**src/rtl/ie_requisitor_if.sv**
```systemverilog
// ----------------------------------------------------------------------------
// ie_requisitor_if
// Station-to-arbiter request channel.
//
// Handshake: the requisitor raises req together with a stable req_fun and
// req_perf and holds all three until the arbiter answers. The arbiter accepts
// by raising ack for a cycle while req is high; req drops on the following
// edge. If no ack arrives within the hold window, the requisitor withdraws req
// by itself. ack seen while req is low has no effect.
//
// Signals:
//   req       requisitor -> arbiter  request valid
//   req_fun   requisitor -> arbiter  function code {mode, btn1, btn0}
//   req_perf  requisitor -> arbiter  profile code (01, 10, 11)
//   ack       arbiter -> requisitor  current request accepted
// ----------------------------------------------------------------------------
interface ie_requisitor_if;
  logic       req;
  logic [2:0] req_fun;
  logic [1:0] req_perf;
  logic       ack;

  modport master (output req, output req_fun, output req_perf, input ack);
  modport slave  (input req, input req_fun, input req_perf, output ack);
endinterface

```
**src/rtl/ie_requisitor.sv**
```systemverilog
// ----------------------------------------------------------------------------
// ie_requisitor
// Input-station request front end: synchronizes the station switches and
// buttons, debounces the buttons, and issues exactly one request per press
// toward the arbiter over ie_requisitor_if.
//
// Ports:
//   clk        system clock, rising edge
//   rst        synchronous, active-high reset
//   ch_perfil  profile switches (one-hot expected), asynchronous
//   ch_modo    mode switch, asynchronous
//   btn        raw bouncy buttons, active-high
//   arb        request channel (master side): req, req_fun, req_perf, ack
//   busy       high whenever the FSM is not in IDLE
//   timeout    one-cycle pulse when a request is withdrawn unanswered
//   err_perfil one-cycle pulse when a press is rejected for a bad profile
//   dbg_state  current FSM state (00 IDLE, 01 REQ, 10 WAIT_REL)
// ----------------------------------------------------------------------------
module ie_requisitor #(
  parameter int DEB_CYCLES = 4,
  parameter int HOLD_MAX   = 255
) (
  input  logic                  clk,
  input  logic                  rst,
  input  logic [2:0]            ch_perfil,
  input  logic                  ch_modo,
  input  logic [1:0]            btn,
  ie_requisitor_if.master       arb,
  output logic                  busy,
  output logic                  timeout,
  output logic                  err_perfil,
  output logic [1:0]            dbg_state
);

  // Debounce flips on the edge where the count would reach DEB_CYCLES.
  localparam logic [3:0]  DEB_LAST  = 4'(DEB_CYCLES - 1);
  // Last cycle of the hold window; the withdrawal happens on its closing edge.
  localparam logic [15:0] HOLD_LAST = 16'(HOLD_MAX - 1);

  typedef enum logic [1:0] {
    S_IDLE     = 2'd0,
    S_REQ      = 2'd1,
    S_WAIT_REL = 2'd2
  } state_e;

  state_e state_q, state_d;

  logic [1:0]       btn_s1_q, btn_s2_q;
  logic             modo_s1_q, modo_s2_q;
  logic [2:0]       perf_s1_q, perf_s2_q;
  logic [1:0]       db_q;
  logic [1:0][3:0]  cnt_q;
  logic [15:0]      hold_q, hold_d;
  logic [2:0]       fun_q, fun_d;
  logic [1:0]       perf_q, perf_d;
  logic             timeout_q, timeout_d;
  logic             err_q, err_d;
  logic [1:0]       perf_code;
  logic             perf_valid;

  // Two-flop synchronizers for every asynchronous input.
  always_ff @(posedge clk) begin
    if (rst) begin
      btn_s1_q  <= '0;
      btn_s2_q  <= '0;
      modo_s1_q <= 1'b0;
      modo_s2_q <= 1'b0;
      perf_s1_q <= '0;
      perf_s2_q <= '0;
    end else begin
      btn_s1_q  <= btn;
      btn_s2_q  <= btn_s1_q;
      modo_s1_q <= ch_modo;
      modo_s2_q <= modo_s1_q;
      perf_s1_q <= ch_perfil;
      perf_s2_q <= perf_s1_q;
    end
  end

  // Per-bit debounce: any single cycle of agreement restarts the count, so
  // only a disagreement lasting DEB_CYCLES consecutive edges flips db.
  always_ff @(posedge clk) begin
    if (rst) begin
      db_q  <= '0;
      cnt_q <= '0;
    end else begin
      for (int i = 0; i < 2; i++) begin
        if (btn_s2_q[i] != db_q[i]) begin
          if (cnt_q[i] == DEB_LAST) begin
            db_q[i]  <= btn_s2_q[i];
            cnt_q[i] <= '0;
          end else begin
            cnt_q[i] <= cnt_q[i] + 4'd1;
          end
        end else begin
          cnt_q[i] <= '0;
        end
      end
    end
  end

  // One-hot profile switches to a 2-bit code; anything else is rejected.
  always_comb begin
    perf_code  = 2'b00;
    perf_valid = 1'b0;
    case (perf_s2_q)
      3'b100: begin perf_code = 2'b11; perf_valid = 1'b1; end
      3'b010: begin perf_code = 2'b10; perf_valid = 1'b1; end
      3'b001: begin perf_code = 2'b01; perf_valid = 1'b1; end
      default: begin perf_code = 2'b00; perf_valid = 1'b0; end
    endcase
  end

  always_ff @(posedge clk) begin
    if (rst) begin
      state_q   <= S_IDLE;
      hold_q    <= '0;
      fun_q     <= '0;
      perf_q    <= '0;
      timeout_q <= 1'b0;
      err_q     <= 1'b0;
    end else begin
      state_q   <= state_d;
      hold_q    <= hold_d;
      fun_q     <= fun_d;
      perf_q    <= perf_d;
      timeout_q <= timeout_d;
      err_q     <= err_d;
    end
  end

  // IDLE is only re-entered once db is back at 00, so a non-zero db seen in
  // IDLE is always a fresh press. Buttons whose db flips later than the
  // capture edge are not merged into the latched code.
  always_comb begin
    state_d   = state_q;
    hold_d    = hold_q;
    fun_d     = fun_q;
    perf_d    = perf_q;
    timeout_d = 1'b0;
    err_d     = 1'b0;
    case (state_q)
      S_IDLE: begin
        if (db_q != 2'b00) begin
          if (perf_valid) begin
            fun_d   = {modo_s2_q, db_q};
            perf_d  = perf_code;
            hold_d  = '0;
            state_d = S_REQ;
          end else begin
            err_d   = 1'b1;
            state_d = S_WAIT_REL;
          end
        end
      end
      S_REQ: begin
        // ack takes priority over an expiring hold window.
        if (arb.ack) begin
          state_d = S_WAIT_REL;
        end else if (hold_q == HOLD_LAST) begin
          timeout_d = 1'b1;
          state_d   = S_WAIT_REL;
        end else begin
          hold_d = hold_q + 16'd1;
        end
      end
      S_WAIT_REL: begin
        if (db_q == 2'b00) state_d = S_IDLE;
      end
      default: state_d = S_IDLE;
    endcase
  end

  assign arb.req      = (state_q == S_REQ);
  assign arb.req_fun  = fun_q;
  assign arb.req_perf = perf_q;
  assign busy         = (state_q != S_IDLE);
  assign timeout      = timeout_q;
  assign err_perfil   = err_q;
  assign dbg_state    = state_q;

endmodule

```
**src/flat_wrapper.sv**
```systemverilog
// flat-port wrapper written by rule: the top's interface ports become plain ports
module ie_requisitor_flat 
#(
  parameter int DEB_CYCLES = 4,
  parameter int HOLD_MAX   = 255
)
  (clk, rst, ch_perfil, ch_modo, btn, busy, timeout, err_perfil, dbg_state, arb_req, arb_req_fun, arb_req_perf, arb_ack);
  ie_requisitor_if arb_i ();
  input  logic clk;
  input  logic rst;
  input  logic [2:0] ch_perfil;
  input  logic ch_modo;
  input  logic [1:0] btn;
  output logic busy;
  output logic timeout;
  output logic err_perfil;
  output logic [1:0] dbg_state;
  output wire logic [$bits(arb_i.req)-1:0] arb_req;
  output wire logic [$bits(arb_i.req_fun)-1:0] arb_req_fun;
  output wire logic [$bits(arb_i.req_perf)-1:0] arb_req_perf;
  input wire logic [$bits(arb_i.ack)-1:0] arb_ack;
  assign arb_req = arb_i.req;
  assign arb_req_fun = arb_i.req_fun;
  assign arb_req_perf = arb_i.req_perf;
  assign arb_i.ack = arb_ack;
  ie_requisitor #(.DEB_CYCLES(DEB_CYCLES), .HOLD_MAX(HOLD_MAX)) u_core (.clk(clk), .rst(rst), .ch_perfil(ch_perfil), .ch_modo(ch_modo), .btn(btn), .arb(arb_i), .busy(busy), .timeout(timeout), .err_perfil(err_perfil), .dbg_state(dbg_state));
endmodule
```
**config.mk**
```make
export PLATFORM = sky130hd
export DESIGN_NAME = ie_requisitor_flat
export DESIGN_NICKNAME = d
export VERILOG_FILES = /design/src/rtl/ie_requisitor_if.sv /design/src/rtl/ie_requisitor.sv /design/src/flat_wrapper.sv
export SDC_FILE = /design/constraint.sdc
export NUM_CORES = 1
export LEC_CHECK = 0
export ABC_AREA = 1
export ABC_CLOCK_PERIOD_IN_PS = 1800
export CORE_MARGIN = 2
export CORE_UTILIZATION = 45
export DETAILED_ROUTE_END_ITERATION = 16
export PLACE_DENSITY_LB_ADDON = 0.1
export SYNTH_ARGS = -nofsm -noshare
export SYNTH_HDL_FRONTEND = slang
export SYNTH_SLANG_ARGS = --single-unit
```
**constraint.sdc**
```tcl
create_clock -name clk -period 1.8 [get_ports clk]
set_input_delay 0.45 -clock clk [delete_from_list [all_inputs] [get_ports clk]]
set_output_delay 0.45 -clock clk [all_outputs]
set_load 0.1 [all_outputs]
```
==> results of run 1 <==
-- flip-flops by register name (all words and copies together) (netlist names) --
name	flops
u_core.dbg_state	2
u_core.arb.req_fun	3
u_core.modo_s1_q	1
u_core.perf_s2_q	3
u_core.modo_s2_q	1
u_core.perf_s1_q	3
u_core.err_perfil	1
u_core.arb.req_perf	2
u_core.db_q	2
u_core.btn_s2_q	2
u_core.cnt_q	8
u_core.timeout	1
u_core.btn_s1_q	2
u_core.hold_q	16
-- metal layers --
| layer | up-vias | track usage (%) |
|---|---|---|
| met2 | 28 | 30.95 |
| met3 | 4 | 4.115 |
| met4 | 0 | 4.242 |
| met1 | 868 | 24.09 |
| li1 | 1046 | - |
| met5 | - | 0 |
-- Yosys cell counts --
master | n | share of area, %
o21ai_1 | 2 | 0.46
clkbuf_1 | 2 | 0.34
nand3_1 | 33 | 7.5
o21ai_0 | 8 | 1.8
clkinv_1 | 3 | 0.51
ha_1 | 4 | 2.3
buf_6 | 1 | 0.51
nand2_1 | 67 | 11
nand4_1 | 4 | 1.1
a21oi_1 | 16 | 3.7
nor4_1 | 1 | 0.29
nor3_1 | 1 | 0.23
or2_2 | 4 | 1.1
buf_2 | 3 | 0.69
inv_2 | 4 | 0.69
xor2_1 | 5 | 2.0
nand2_2 | 4 | 1.1
nand2_4 | 1 | 0.51
dfxtp_1 | 47 | 43
buf_4 | 2 | 0.69
nor2_1 | 70 | 12
inv_1 | 35 | 6.0
o21bai_1 | 2 | 0.69
nor2_2 | 3 | 0.86
and2_1 | 1 | 0.29
-- cells by family after synthesis --
| kind of cell | Yosys count | synth area share [%] |
|---|---|---|
| AND/OR/NAND/NOR | 189 | 36.65 |
| buffers and inverters | 50 | 9.434 |
| flip-flops | 47 | 43.00 |
| AO/OA/AOI/OAI | 28 | 6.632 |
| XOR/XNOR | 5 | 2.001 |
| adder cells (fa/ha/maj) | 4 | 2.287 |
-- critical path, cell delays in order (launching register included) --
cell	delay, ns
dfxtp_4	0.37
inv_1	0.13
nand2_2	0.13
clkinv_4	0.13
buf_12	0.18
-- path summary, 6_finish.rpt --
kind | startpoint | cells after the start | slack [ns] | to
setup / recovery | u_core.dbg_state[1] | 4 | 0.11 | arb_req
hold / removal | u_core.perf_s1_q[0] | 2 | 0.41 | u_core.perf_s2_q[0]
setup reg to reg | u_core.hold_q[0] | 10 | 0.29 | u_core.hold_q[0]
hold reg to reg | u_core.perf_s1_q[0] | 2 | 0.41 | u_core.perf_s2_q[0]
-- stage by stage --
step	setup WS [ns]	instances	hold WS, ns
floorplan	0.003749	323	0.3883
global placement	0.1616	393	0.3893
detailed placement	0.1299	393	0.3965
CTS	0.09205	401	0.4080
global route	0.04254	401	0.4191
finish	0.1115	401	0.4066
-- area by class of cell --
| type | count | area, sq um |
|---|---|---|
| Tap cell | 54 | 67.56 |
| Clock buffer | 5 | 68.82 |
| Fill cell | 466 | 2039 |
| Sequential cell | 47 | 945.9 |
| Timing Repair Buffer | 24 | 337.8 |
| Inverter | 42 | 162.7 |
| Multi-Input combinational cell | 226 | 1051 |
| Clock inverter | 3 | 18.77 |
-- power groups by stage --
stage / combinational (mW) / sequential, mW / clock [mW]
after detailed placement: 0.0641 / 1.08 / 0
after floorplan: 0.0348 / 1.08 / 0
final: 0.0629 / 1.06 / 0.633
after global routing: 0.0745 / 1.06 / 0.682
after CTS: 0.0642 / 1.06 / 0.648
after global placement: 0.0631 / 1.08 / 0
==> impl_metrics.py, run 1 <==
metrics = {
    "status": {
        "status": "finished, final reports clean",
    },
    "job": {
        "maxCapViolCount": 0,
    },
    "worst_setup_path": {
        "worstPathArrival_ns": 1.24,
        "crit_path_start_kind": "register",
        "crit_fanout": 10,
        "critPathCaptureType": "output port",
        "cp.required_ns": 1.35,
        "worstSetupPathType": "register to output port",
    },
    "route": {
        "wl_mm": 4.336,
        "post_drt_wl_per_cell_microns": 10.81,
        "drt-pass1-iter-count": 4,
        "drc": 0,
        "drt_iter0_markers": 46,
        "wl_met1_mm": 2.105,
        "wl_met2_mm": 2.032,
        "ant_nets": 0,
        "vias": 1946,
        "top_layer_used": "met4",
        "wl_met3_microns": 154,
        "viasPerCell": 4.853,
    },
    "timing": {
        "slew_viol_final": 0,
        "period_share_pct": 93.80,
        "period_needed_ns": 1.688,
        "fin_setup_tns_ns": 0,
        "rsz0062_at_grt": "false",
        "worstMarginPinSlew_ns": 0.2723,
        "setup_violations": 0,
        "max_freq_ghz": 0.5923,
        "finalHoldViolations": 0,
        "slew-limit-headroom_pct": 81.78,
        "skew_ns": 0.009285,
    },
    "power": {
        "p_switching_uw": 400.1,
        "p_leak_nw": 1.079,
        "power_density_mw_per_mm2": 661.0,
        "ir_drop_mv": 0.4762,
        "combPwrFrac_pct": 3.6,
        "p_clk_share_pct": 36.1,
        "internal-power_mw": 1.353,
        "seqPwrFrac_pct": 60.3,
        "switching_share_pct": 22.82,
        "finalPower_mw": 1.753,
    },
    "global_routing": {
        "first_global_vias": 1849,
        "grt_first_pass_wirelength_mm": 7.962,
        "grtUsageTotal_pct": 18.45,
        "grt_overflow_total": 0,
        "grt_max_degree": 24,
        "antenna_found_initial": 0,
    },
    "die": {
        "dieHeight_microns": 73.74,
        "rows": 25,
        "die_area_sq_mm": 0.005437,
        "ioPinCount": 20,
        "die_w_microns": 73.74,
        "coreArea_sq_mm": 0.004692,
        "start_util_pct": 46.64,
    },
    "placed_design": {
        "io_buffers": 19,
        "gp_congestion": 0.8230,
        "dpl.hpwl_mm": 3.201,
        "place_area_sq_mm": 0.002562,
    },
    "clocking": {
        "root_buffer": "clkbuf_8",
        "clock_path_buffers": 2,
        "path_clk_slew_ns": 0.09,
        "tritoncts": "yes",
        "cts_setup_buffers": 0,
        "cts_resized": 1,
        "cts_buffers": 5,
        "clock_sinks": 47,
        "htree_levels": 2,
        "insertion_delay_ns": 0.30,
        "ctsHoldBuffers": 0,
    },
    "synth": {
        "synth_area_per_cell_sq_um": 6.775,
        "synthCells": 323,
        "netlist_area_sq_mm": 0.002188,
        "synth-seq-area-share_pct": 43.00,
        "synth_nets": 336,
        "synth_seq_cells": 47,
        "netlist-cell-type-count": 25,
        "ys_warn_count": 0,
    },
    "finish": {
        "final_common_cell": "nor2_1",
        "final_cell_area_sq_mm": 0.002653,
        "fin_util_pct": 56.53,
        "drive_gt1_share_pct": 12.97,
        "diodes": 0,
        "area_growth_pct": 21.21,
        "mostFrequentLayoutCells": "nor2_1, nand2_1, dfxtp_1, inv_1, nand3_1",
        "fin_nets": 359,
    },
    "hold_path": {
        "min_path_type": "register to register",
    },
}
(Power assumes the default switching activity.)
==> run 2: changes to the inputs <==
Settings changed: ABC_CLOCK_PERIOD_IN_PS 1800 to 1600, SLEW_MARGIN set to 5.
Clock period 1.8 ns to 1.6 ns, I/O delays scaled along.
==> impl_metrics.py, run 2 (synthesized netlist as in run 1, its figures left out) <==
metrics = {
    "clocking": {
        "cts_buffers": 5,
        "path_clk_slew_ns": 0.08,
        "root_buffer": "clkbuf_8",
        "clock_sinks": 47,
        "ctsHoldBuffers": 0,
        "tritoncts": "yes",
        "clock_path_buffers": 2,
        "insertion_delay_ns": 0.30,
        "htree_levels": 2,
    },
    "worst_setup_path": {
        "timing.critical_path.slowest_cell_delay_ns": 0.36,
        "cp_num_buf_inv": 4,
        "crit_path_start_kind": "register",
        "crit_family": "buffers and inverters",
        "worstSetupPathType": "register to output port",
        "critPathCaptureType": "output port",
        "crit_fanout": 4,
        "cp_slowest_cell": "dfxtp_4",
        "cp.required_ns": 1.20,
        "worstPathArrival_ns": 1.12,
        "crit_chain": "inv_6 -> nand2_4 -> buf_6 -> clkinv_8 -> buf_12",
    },
    "power": {
        "p_clk_share_pct": 35.1,
        "power_density_mw_per_mm2": 702.8,
        "seqPwrFrac_pct": 61.0,
        "ir_drop_mv": 0.5640,
        "internal-power_mw": 1.518,
        "p_switching_uw": 430.0,
        "finalPower_mw": 1.948,
        "switching_share_pct": 22.08,
        "combPwrFrac_pct": 3.9,
        "p_leak_nw": 1.145,
    },
    "timing": {
        "finalHoldViolations": 0,
        "slew_viol_final": 0,
        "period_needed_ns": 1.515,
        "slew-limit-headroom_pct": 82.38,
        "skew_ns": 0.01242,
        "max_freq_ghz": 0.6600,
        "period_share_pct": 94.70,
        "setup_violations": 0,
        "worstMarginPinSlew_ns": 0.2633,
    },
    "finish": {
        "diodes": 0,
        "largest_register": "u_core.hold_q",
        "mostFrequentLayoutCells": "nor2_1, nand2_1, dfxtp_1, inv_1, nand3_1",
        "area_growth_pct": 26.64,
        "fin_util_pct": 59.07,
        "n_fill_cell": 446,
        "top_regs": "u_core.hold_q x16, u_core.cnt_q x8",
        "largest_reg_flops": 16,
        "drive_gt1_share_pct": 15.97,
        "fin_nets": 369,
        "final_common_cell": "nor2_1",
    },
    "route": {
        "ant_nets": 0,
        "post_drt_wl_per_cell_microns": 10.59,
        "drc": 0,
        "drt-pass1-iter-count": 4,
        "vias": 1974,
        "viasPerCell": 4.803,
        "drt_iter0_markers": 90,
        "wl_mm": 4.351,
    },
    "global_routing": {
        "first_global_vias": 1830,
        "grt_overflow_total": 0,
        "grt_first_pass_wirelength_mm": 7.700,
        "grt_max_degree": 24,
        "grtUsageTotal_pct": 18.18,
        "antenna_found_initial": 0,
    },
    "status": {
        "status": "finished, final reports clean",
    },
    "die": {
        "coreArea_sq_mm": 0.004692,
        "dieHeight_microns": 73.74,
        "die_w_microns": 73.74,
        "die_area_sq_mm": 0.005437,
        "rows": 25,
        "start_util_pct": 46.64,
        "ioPinCount": 20,
    },
    "job": {
        "maxCapViolCount": 0,
    },
    "placed_design": {
        "io_buffers": 19,
        "dpl.hpwl_mm": 3.197,
        "gp_congestion": 0.8438,
    },
    "hold_path": {
        "min_path_type": "register to register",
    },
}
## run 2: cell count changes in the layout (fill, tap and decap cells not counted), sizes merged
cell	delta
clkinvlp	-1
inv	-1
buf	+10
clkinv	+2
## run 2: worst reg2reg max path: stages, from the launching register on
cell and delay (ns):
dfxtp_2 0.38, inv_1 0.05, ha_1 0.20, nand2_1 0.06, nor2_1 0.04, nand2_1 0.12
nand2_2 0.12, buf_4 0.20, nand3_1 0.08, nand2_1 0.06, a21oi_1 0.10
## run 2: power groups by stage
stage	Clock (mW)	Combinational, mW	Sequential [mW]
final	0.683	0.0760	1.19
after detailed placement	0	0.0769	1.22
after global routing	0.763	0.0865	1.19
after CTS	0.705	0.0769	1.19
after floorplan	0	0.0391	1.21
after global placement	0	0.0749	1.22
## run 2: final cells by class
class	instances	area, sq um	area share (%)
tap	54	67.56	2.438
inverter	42	175.2	6.321
multi-input combinational	226	1079	38.92
timing repair buffer	34	416.7	15.03
sequential	47	949.7	34.27
clock inverter	3	15.01	0.5418
clock buffer	5	68.82	2.483
## run 2: repair_timing
action                                  in CTS  in global routing
buffers inserted                             2                  2
gates resized for setup                      3                  5
endpoints found under the setup margin       1                 18
## run 2: final timing paths
| kind | cells past startpoint | endpoint | startpoint | slack, ns |
|---|---|---|---|---|
| worst max-delay path | 5 | arb_req | u_core.dbg_state[1] | 0.08 |
| worst min-delay path | 2 | u_core.perf_s2_q[0] | u_core.perf_s1_q[0] | 0.41 |
| worst max register to register | 10 | u_core.hold_q[14] | u_core.hold_q[0] | 0.15 |
| worst min register to register | 2 | u_core.perf_s2_q[0] | u_core.perf_s1_q[0] | 0.41 |
## run 2: layer usage
metal / vias up / track usage, % / routed length, microns
met1: 859 / 22.04 / 2063
met5: - / 0 / 0
met2: 32 / 31.65 / 2043
met4: 0 / 5.455 / 57
met3: 6 / 4.390 / 186
li1: 1077 / - / -
## run 2: stage by stage
stage	worst slack, ns	hold WS [ns]	std cells	setup TNS [ns]	instance area, sq um
finish	0.08480	0.4051	411	0	2771
global route	-0.004937	0.4180	411	-0.01242	2771
CTS	0.01704	0.4068	409	0	2734
detailed placement	-0.01104	0.3957	399	-0.01104	2626
global placement	0.02727	0.3886	399	0	2626
floorplan	0.03493	0.3883	323	0	2225
==> run 3: changes to the inputs <==
Settings changed: CORE_UTILIZATION 45 to 55, CTS_BUF_LIST set to sky130_fd_sc_hd__clkbuf_16.
==> impl_metrics.py, run 3 (synthesized netlist as in run 1, its figures left out) <==
metrics = {
    "clocking": {
        "path_clk_slew_ns": 0.06,
        "tritoncts": "yes",
        "clock_sinks": 47,
        "clock_path_buffers": 2,
        "cts_buffers": 5,
        "cts_setup_buffers": 0,
        "root_buffer": "clkbuf_16",
        "insertion_delay_ns": 0.29,
        "htree_levels": 2,
    },
    "die": {
        "die_area_sq_mm": 0.004499,
        "die_w_microns": 67.08,
        "dieHeight_microns": 67.08,
        "coreArea_sq_mm": 0.003744,
        "rows": 22,
        "start_util_pct": 58.46,
        "ioPinCount": 20,
    },
    "route": {
        "post_drt_wl_per_cell_microns": 10.63,
        "ant_nets": 0,
        "wl_mm": 4.240,
        "vias": 1976,
        "drt-pass1-iter-count": 4,
        "viasPerCell": 4.952,
        "drt_iter0_markers": 62,
        "drc": 0,
    },
    "worst_setup_path": {
        "cp_num_cells": 4,
        "crit_fanout": 10,
        "cp_num_buf_inv": 3,
        "cp.required_ns": 1.20,
        "crit_path_start_kind": "register",
        "crit_chain": "inv_4 -> nand2_4 -> clkinv_8 -> buf_12",
        "crit_family": "flip-flops",
        "critPathCaptureType": "output port",
        "worst-r2r-cell-count": 10,
        "timing.critical_path.slowest_cell_delay_ns": 0.38,
        "worstSetupPathType": "register to output port",
        "worstPathArrival_ns": 1.12,
        "cp_slowest_cell": "dfxtp_4",
    },
    "status": {
        "status": "finished, final reports clean",
    },
    "finish": {
        "largest_register": "u_core.hold_q",
        "drive_gt1_share_pct": 15.10,
        "top_regs": "u_core.hold_q x16, u_core.cnt_q x8",
        "fin_nets": 363,
        "area_growth_pct": 26.59,
        "diodes": 0,
        "n_fill_cell": 287,
        "final_cell_area_sq_mm": 0.002770,
        "mostFrequentLayoutCells": "nor2_1, nand2_1, dfxtp_1, inv_1, nand3_1",
        "final_common_cell": "nor2_1",
        "largest_reg_flops": 16,
    },
    "hold_path": {
        "whs_path_depth": 2,
        "min_path_type": "register to register",
    },
    "timing": {
        "max_freq_ghz": 0.6590,
        "skew_ns": 0.002372,
        "slew-limit-headroom_pct": 81.97,
        "setup_violations": 0,
        "period_needed_ns": 1.517,
        "slew_viol_final": 0,
        "rsz0062_at_grt": "false",
        "period_share_pct": 94.84,
        "worstMarginPinSlew_ns": 0.2694,
        "finalHoldViolations": 0,
        "fin_setup_tns_ns": 0,
    },
    "placed_design": {
        "dpl.hpwl_mm": 3.108,
        "gp_congestion": 0.8728,
        "place_area_sq_mm": 0.002611,
        "io_buffers": 19,
    },
    "global_routing": {
        "grt_overflow_total": 0,
        "first_global_vias": 1801,
        "grt_first_pass_wirelength_mm": 7.217,
        "antenna_found_initial": 0,
        "grt_max_degree": 24,
        "grtUsageTotal_pct": 21.50,
    },
    "power": {
        "power_density_mw_per_mm2": 829.2,
        "ir_drop_mv": 0.6907,
        "p_leak_nw": 1.135,
    },
    "job": {
        "maxCapViolCount": 0,
    },
}
-- run 3: changes by cell type in the layout (fill, tap and decap cells not counted), sizes merged --
cell | before | now
clkinv | 6 | 3
inv | 39 | 41
buf | 26 | 20
clkinvlp | 0 | 1
-- run 3: what timing repair did --
item	CTS	global route
endpoints found under the setup margin	1	5
pin swaps	0	0
resized for setup	3	4
hold buffers	0	0
-- run 3: worst paths after layout --
check | slack (ns) | to | startpoint
worst max-delay path | 0.08 | arb_req | u_core.dbg_state[1]
worst max register to register | 0.16 | u_core.hold_q[0] | u_core.hold_q[0]
worst min register to register | 0.40 | u_core.perf_s2_q[0] | u_core.perf_s1_q[0]
worst min-delay path | 0.40 | u_core.perf_s2_q[0] | u_core.perf_s1_q[0]
-- run 3: metrics by stage --
stage	hold WS [ns]	total power, mW	worst slack [ns]	cells	utilization, %
after detailed placement	0.3932	1.292	0.01053	392	69.75
final	0.4015	2.297	0.08254	399	74.00
after global placement	0.3893	1.289	0.03625	392	69.75
after global routing	0.4197	2.382	0.003131	399	74.00
after floorplan	0.3883	1.254	0.03493	323	-
after CTS	0.4020	2.315	0.07889	399	73.76
-- run 3: final cells by class --
| type | instances | area [sq um] | area share, % |
|---|---|---|---|
| Clock inverter | 3 | 22.52 | 0.8130 |
| Tap cell | 48 | 60.06 | 2.168 |
| Clock buffer | 5 | 125.1 | 4.517 |
| Sequential cell | 47 | 952.2 | 34.37 |
| Multi-Input combinational cell | 226 | 1070 | 38.62 |
| Timing Repair Buffer | 28 | 367.9 | 13.28 |
| Inverter | 42 | 172.7 | 6.233 |
-- run 3: worst register-to-register path, stage by stage (launching register included) --
cell     delay (ns)
dfxtp_2        0.36
inv_1          0.05
ha_1           0.20
nand2_1        0.06
nor2_1         0.04
nand2_1        0.11
nand2_2        0.08
nand2_4        0.20
inv_1          0.09
nor2_1         0.10
nor2_1         0.05
-- run 3: power breakdown --
group          total [mW]  internal [mW]  switching, mW  leakage, nW
logic              0.0759         0.0373         0.0386        0.680
registers            1.19           1.18        0.00718        0.384
clock network        1.03          0.585          0.447       0.0708
total                2.30           1.80          0.493         1.13
-- run 3: layer usage --
metal	up-vias	share of wire, %	track usage, %
met5	-	0	0
met2	50	47	36.26
li1	1060	-	-
met3	4	4.8	5.574
met1	862	47	26.00
met4	0	1.0	8.163
